--- config.mk ---
export PLATFORM = sky130hd
export DESIGN_NAME = node_elastic_buf
export DESIGN_NICKNAME = d
export VERILOG_FILES = /design/src/rtl/node_elastic_buf.sv
export SDC_FILE = /design/constraint.sdc
export NUM_CORES = 1
export LEC_CHECK = 0
export CAP_MARGIN = 20
export CORE_MARGIN = 2
export CORE_UTILIZATION = 50
export DETAILED_ROUTE_END_ITERATION = 6
export PLACE_DENSITY = 0.76
export SLEW_MARGIN = 20
export SYNTH_ARGS = -nofsm -noshare
export SYNTH_HDL_FRONTEND = slang
export SYNTH_SLANG_ARGS = --single-unit
--- constraint.sdc ---
create_clock -name clk -period 1.9 [get_ports clk]
set_input_delay 0.38 -clock clk [delete_from_list [all_inputs] [get_ports clk]]
set_output_delay 0.38 -clock clk [all_outputs]
set_load 0.005 [all_outputs]
--- src/rtl/node_elastic_buf.sv ---
`default_nettype none
// ============================================================================
//  Module   : node_elastic_buf
//  Purpose  : Valid/ready elastic buffer with DEPTH entries of slack. Beats
//             are stored in a circular array and released in order. Every
//             output is a register or a register mux selected by the read
//             pointer, so no input reaches an output combinationally.
//  Ports    : clk            - clock, rising edge
//             rst_n          - asynchronous active-low reset
//             flush          - synchronous clear of all stored beats
//             data_in        - upstream payload
//             valid_up_in    - upstream beat valid
//             ready_up_out   - buffer can accept a beat (registered)
//             data_out       - head-of-buffer payload
//             valid_down_out - head entry valid
//             ready_down_in  - downstream can accept
//             count          - number of stored beats, 0..DEPTH
//  Revision : 1.0 - initial release
// ============================================================================
module node_elastic_buf #(
    parameter int WIDTH = 32,
    parameter int DEPTH = 4,
    parameter int CW    = $clog2(DEPTH + 1)
) (
    input  logic             clk,
    input  logic             rst_n,
    input  logic             flush,
    input  logic [WIDTH-1:0] data_in,
    input  logic             valid_up_in,
    output logic             ready_up_out,
    output logic [WIDTH-1:0] data_out,
    output logic             valid_down_out,
    input  logic             ready_down_in,
    output logic [CW-1:0]    count
);

    localparam int              c_PW   = $clog2(DEPTH);
    localparam logic [c_PW-1:0] c_LAST = c_PW'(DEPTH - 1);
    localparam logic [CW-1:0]   c_FULL = CW'(DEPTH);

    logic [WIDTH-1:0] r_mem_q [DEPTH];
    logic [c_PW-1:0]  r_wp_q, w_wp_d;
    logic [c_PW-1:0]  r_rp_q, w_rp_d;
    logic [CW-1:0]    r_count_q, w_count_d;
    logic             r_ready_q, w_ready_d;
    logic             w_valid;
    logic             w_up_fire;
    logic             w_down_fire;

    assign w_valid     = (r_count_q != '0);
    assign w_up_fire   = valid_up_in & r_ready_q;
    assign w_down_fire = w_valid & ready_down_in;

    always_comb begin
        w_wp_d    = r_wp_q;
        w_rp_d    = r_rp_q;
        w_count_d = r_count_q;
        w_ready_d = r_ready_q;
        if (flush) begin
            // Flush wins over any handshake in the same cycle.
            w_wp_d    = '0;
            w_rp_d    = '0;
            w_count_d = '0;
            w_ready_d = 1'b1;
        end else begin
            // Explicit wrap so non-power-of-two depths stay in range.
            if (w_up_fire) begin
                w_wp_d = (r_wp_q == c_LAST) ? '0 : r_wp_q + c_PW'(1);
            end
            if (w_down_fire) begin
                w_rp_d = (r_rp_q == c_LAST) ? '0 : r_rp_q + c_PW'(1);
            end
            case ({w_up_fire, w_down_fire})
                2'b10:   w_count_d = r_count_q + CW'(1);
                2'b01:   w_count_d = r_count_q - CW'(1);
                default: w_count_d = r_count_q;
            endcase
            // Ready looks at the post-update count, so a pop while full
            // reopens the input one cycle later and nothing combinational
            // crosses from the downstream side.
            w_ready_d = (w_count_d != c_FULL);
        end
    end

    always_ff @(posedge clk or negedge rst_n) begin
        if (!rst_n) begin
            r_wp_q    <= '0;
            r_rp_q    <= '0;
            r_count_q <= '0;
            r_ready_q <= 1'b0;
        end else begin
            r_wp_q    <= w_wp_d;
            r_rp_q    <= w_rp_d;
            r_count_q <= w_count_d;
            r_ready_q <= w_ready_d;
        end
    end

    // Storage is cleared on reset so data_out reads zero while in reset.
    always_ff @(posedge clk or negedge rst_n) begin
        if (!rst_n) begin
            for (int i = 0; i < DEPTH; i++) begin
                r_mem_q[i] <= '0;
            end
        end else if (w_up_fire && !flush) begin
            r_mem_q[r_wp_q] <= data_in;
        end
    end

    assign data_out       = r_mem_q[r_rp_q];
    assign valid_down_out = w_valid;
    assign ready_up_out   = r_ready_q;
    assign count          = r_count_q;

endmodule
`default_nettype wire
Word-level counts from Yosys, hierarchy flattened
Index checks and enable logic that the tools add are counted.
- equal/unequal tests: 5
- muxes and demuxes: 16
- add/subtract/negate cells: 4
- reductions and logical operators: 6
- order comparisons: 3
- bitwise logic cells: 4
- operators with widths (operator ; number):
    128-bit bitwise mux ; 1
    32-bit 2-to-1 mux ; 3
    32-bit binary-select mux with 2-bit select ; 1
    32-bit demux with 2-bit select ; 1
    2-bit 2-to-1 mux ; 6
    2-bit equality test (second input constant) ; 3
    3-bit greater-or-equal comparator (second input constant) ; 2
    3-bit 2-to-1 mux ; 2
    2-bit NOT with 3-bit output ; 2
    3-bit one-hot mux with 2 select lines ; 1
    2-bit by 1-bit adder with 2-bit output (second input constant) ; 2
    2-bit nonzero test ; 2
    3-bit by 1-bit adder with 3-bit output (second input constant) ; 1
    3-bit by 1-bit < comparator with 1-bit output (second input constant) ; 1
    3-bit inequality test (second input constant) ; 1
    3-bit nonzero test ; 1
    3-bit by 1-bit subtractor with 3-bit output (second input constant) ; 1
    1-bit AND ; 2
    2-bit by 1-bit equality test with 1-bit output (second input constant) ; 1
    1-bit logical AND ; 2
    1-bit logical NOT ; 1
    1-bit 2-to-1 mux ; 1
- bits in registers: 136
- bits of input ports: 37

Longest topological paths before layout
- depth after elaboration: 7
- depth in mapped cells: 8
- mapped depth without buffers: 8

Worst setup path after synthesis
Ideal clock, no wire load.
- kind: register to register
- from: reg r_count_q[0] (netlist: count[0])
- to: reg r_ready_q (netlist: ready_up_out)
- period minus slack after synthesis: 2146 ps
- arrival: 2022 ps
- setup slack: -246 ps
- stages on the path, launching flop included: 9
- cells stage by stage: dfrtp_1 -> o31ai_1 -> inv_1 -> ha_1 -> inv_1 -> fa_1 -> xor2_1 -> or3_1 -> a211o_1
- longest elaborated chain between the ends: 7
- elaborated cells between the ends (all ways): 10
- ends and longest elaborated chain (what ; RTL line ; text):
    start: declaration ; 44 ; logic [CW-1:0] r_count_q, w_count_d;
    start signal: assignment ; 94 ; r_count_q <= w_count_d;
    3-bit nonzero test ; 50 ; assign w_valid = (r_count_q != '0);
    1-bit AND ; 52 ; assign w_down_fire = w_valid & ready_down_in;
    2-bit by 1-bit equality test with 1-bit output or 2-bit equality test (tied branches) ; 73 ; case ({w_up_fire, w_down_fire})
    3-bit one-hot mux with 2 select lines (*) ; 73 ;
    3-bit 2-to-1 mux (*) ; 59 ; if (flush) begin
    3-bit inequality test (*) ; 81 ; w_ready_d = (w_count_d != c_FULL);
    1-bit 2-to-1 mux (*) ; 59 ;
    named net w_ready_d ; 45 ; logic r_ready_q, w_ready_d;
    end signal: assignment ; 95 ; r_ready_q <= w_ready_d;
    end: declaration ; 45 ;
Mark *: on every way through the listed nets, which the timed path passes. The rest lies on a longest branch. The select of a mux whose other input is x is not followed.
A chain may end at the register's enable or synchronous reset.

Final worst setup path
- from: reg r_rp_q[0]
- to: out data_out[31]
- longest elaborated chain between the ends: 4
- ends and longest elaborated chain (what ; RTL line ; text):
    start: declaration ; 43 ; logic [c_PW-1:0] r_rp_q, w_rp_d;
    start signal: assignment ; 93 ; r_rp_q <= w_rp_d;
    2-bit NOT with 3-bit output (not written as such) ; 110 ; assign data_out = r_mem_q[r_rp_q];
    32-bit binary-select mux with 2-bit select ; 110 ;
    32-bit 2-to-1 mux (not written as such) (2 in a row) ; 110 ;
    end: declaration ; 31 ; output logic [WIDTH-1:0] data_out,
No other way between the ends. The select of a mux whose other input is x is not followed.

==> results.md <==
- Status: finished with violations
- Violated checks: setup timing
- # nets final: 521
- # rows: 39
- Setup ws final: -0.261 ns
- Total track usage: a little over a fifth
- Number of global-route vias before repair: around 3,900
- Final Hold Fails: 0
- Area delta synth->final: 32.7%
- Die area: about 13,000 um2
- Detailed Routing Iterations Pass 1: 4
- Largest net degree at the start of global routing: 46
- Largest stage delay, worst path: approximately 0.50 ns
- Placement-stage cell area: 7150 um2
- # H-tree levels: 4
- P_leak: between 3 and 4 nW
- Post-Syn Nets: between 400 and 500
- CTS Sinks: between 100 and 150
- Drt via density: 5.58
- CTS tree: yes
- Vias: 3,532
- Max-Cap Viols: 0
- Max Freq: approximately 460 MHz
- Crit Path Class: reg -> out
- Final Cycle Share: 114%
- Final wirelength: 12.9 mm
- Clk_lat worst skew: approximately 0.42 ns
- Post-synthesis sequential area ratio: between 50% and 60%
- Final-report max-slew violation count: 0
- WP data required: ~1.5 ns
- Residual DRC: 0
- Crit start category: flop
- Power Density: 1570 nW/um2
- First-pass GRT wire length: 21.0 mm
- Initial antenna violation count: 0
- CP Capture Type: output port
- Fraction of layout cells with a size suffix above 1: between 50% and 60%
- Die width: roughly 110 um
- Mapped Area: 5990 um2
- Ys Warns: 0
- Longest Clk Path Bufs: 2
- Worst Path Max Fanout: 7
- Antenna Cells: 0
- Total CTS buffers: 17
- Cells after Synth: 360
- CP top delay family: multiplexers
- Post-route ant nets: 0
- Final instance area: between 7000 and 8000 um2
- Clock skew: about 0.0044 ns
- Slew HR: 70.9%
- Crit-path cells: buf_8, buf_12, mux4_2, buf_2
- Buffers on Ports: between 70 and 80
- Initial Util: 51.8%
- Seq cells post-synth: between 100 and 150
- Measured slew at the worst slew-check pin: 0.436 ns
- Crit path DAT: about 1.8 ns
- Post-layout min period: around 2.2 ns
- Peak VDD IR: ~1.1 mV
- Mean post-synth cell area: 16.6 um2
- Slowest-stage cell, CP: mux4_2
- I/O pin count: 74
- Distinct cell type count after synthesis: 23
- Die height: roughly 110 um
- Root buffer cell: clkbuf_16
- Finished Core Util: slightly below 70%
- Core area: between 10,000 and 15,000 um2
- Initial DRC count: between 150 and 200
- Global placement routability congestion: between 0.7 and 0.8
- Class of the tightest hold or removal check: in -> async
- Post-DP HPWL: between 7 and 8 mm
- Worst-path clk slew: about 0.06 ns
- Final setup viols: 35
- Unrepaired setup endpoints after global routing: yes
- Crit path buf inv count: 3
- Routed WL per cell: approximately 20 um
- Global route overflow: 0
## synth_stat cells
library cell | instances | area (um2)
dfrtp_1 | 136 | 3400
mux2_2 | 128 | 1440
mux4_2 | 32 | 721
buf_4 | 12 | 90.1
nand2_1 | 7 | 26.3
buf_2 | 6 | 30.0
ha_1 | 6 | 75.1
inv_1 | 6 | 22.5
nor2_1 | 4 | 15.0
a21oi_1 | 3 | 15.0
mux2i_1 | 3 | 30.0
or3_1 | 3 | 18.8
clkbuf_1 | 2 | 7.51
nor2b_1 | 2 | 12.5
xor2_1 | 2 | 17.5
a211o_1 | 1 | 8.76
and3b_2 | 1 | 10.0
buf_1 | 1 | 3.75
fa_1 | 1 | 20.0
nand3_1 | 1 | 5.00
nor3_1 | 1 | 5.00
o21ai_0 | 1 | 5.00
o31ai_1 | 1 | 7.51
## path summary, 6_finish.rpt
kind	from	end	slack [ns]	depth (start not counted)
setup reg to reg	count[1]	ready_up_out	-0.18	9
setup / recovery	r_rp_q[0]	data_out[31]	-0.26	4
max in group asynchronous	rst_n	r_rp_q[1]	0.83	3
hold reg to reg	r_mem_q[36]	r_mem_q[36]	0.50	1
hold / removal	rst_n	r_mem_q[90]	0.47	2
min in group clk	r_mem_q[36]	r_mem_q[36]	0.50	1
## per-stage QoR
step	setup slack [ns]	cells	hold WS (ns)	setup TNS (ns)	power [mW]
2_1_floorplan	-0.0842	360	0.0844	-0.0842	6.83
3_3_place_gp	-0.533	583	0.335	-13.14	8.58
3_5_place_dp	-0.590	583	0.339	-15.15	8.80
4_1_cts	-0.320	633	0.471	-8.49	12.4
5_1_grt	-0.319	633	0.495	-9.56	13.1
6_report	-0.261	633	0.467	-7.63	12.4
## power by group
group          switching [mW]  internal (mW)  leakage, nW  total, mW
clock                    1.17           2.36        0.320       3.53
combinational            1.48           2.77         1.57       4.24
sequential              0.612           4.06         1.70       4.67
total                    3.26           9.19         3.58       12.4
## timing repair
item                                    in CTS  in global routing
hold buffers                                 1                  0
resized for setup                          157                 14
buffers inserted                            16                  3
endpoints found under the setup margin      37                 36
cloned                                       2                  0
pin swaps                                    4                  2
endpoints found under the hold margin       41                  0
## worst register-to-register path, stage by stage (launching register included)
cell and delay (ns):
dfrtp_1 0.39, buf_6 0.12, o31ai_4 0.05, inv_1 0.06, ha_2 0.18, inv_2 0.04, fa_2 0.34, xor2_2 0.16
or3_4 0.35, a211o_1 0.27
## registers in the layout, summed over array words and instances, names as in the netlist
| name | cells |
|---|---|
| ready_up_out | 1 |
| r_rp_q | 2 |
| r_mem_q | 128 |
| count | 3 |
| r_wp_q | 2 |
## logic make-up after synthesis
group | after synthesis | synth area share (%)
buffers and inverters | 27 | 2.57
AND/OR/NAND/NOR | 19 | 1.55
AO/OA/AOI/OAI | 6 | 0.606
XOR/XNOR | 2 | 0.292
adder cells (fa/ha/maj) | 7 | 1.59
multiplexers | 163 | 36.6
flip-flops | 136 | 56.8
## cells in the final DEF (no fill, tap or decap), types with 5 or more instances in the layout
cell type and count:
buf_4 18, clkdlybuf4s50_1 38, buf_6 17, inv_1 5
mux2_2 128, buf_12 12, buf_2 27, ha_1 5
clkbuf_8 5, mux4_2 32, dfrtp_1 132, clkbuf_16 17
## layer usage
layer	vias to the layer above	routed length (um)	GRT usage, %
met5	-	0	0
met4	0	147	5.69
met3	15	716	6.91
met2	101	6520	35.7
met1	1850	5480	28.6
li1	1566	-	-
## final cells by class
cell class,instances,area [um2]
Clock inverter,8,140
Tap cell,143,179
Sequential cell,136,3410
Fill cell,758,3610
Multi-Input combinational cell,197,2500
Timing Repair Buffer,119,1200
Clock buffer,24,502
Inverter,6,22.5
No activity file was read; power rests on OpenSTA's default activity.
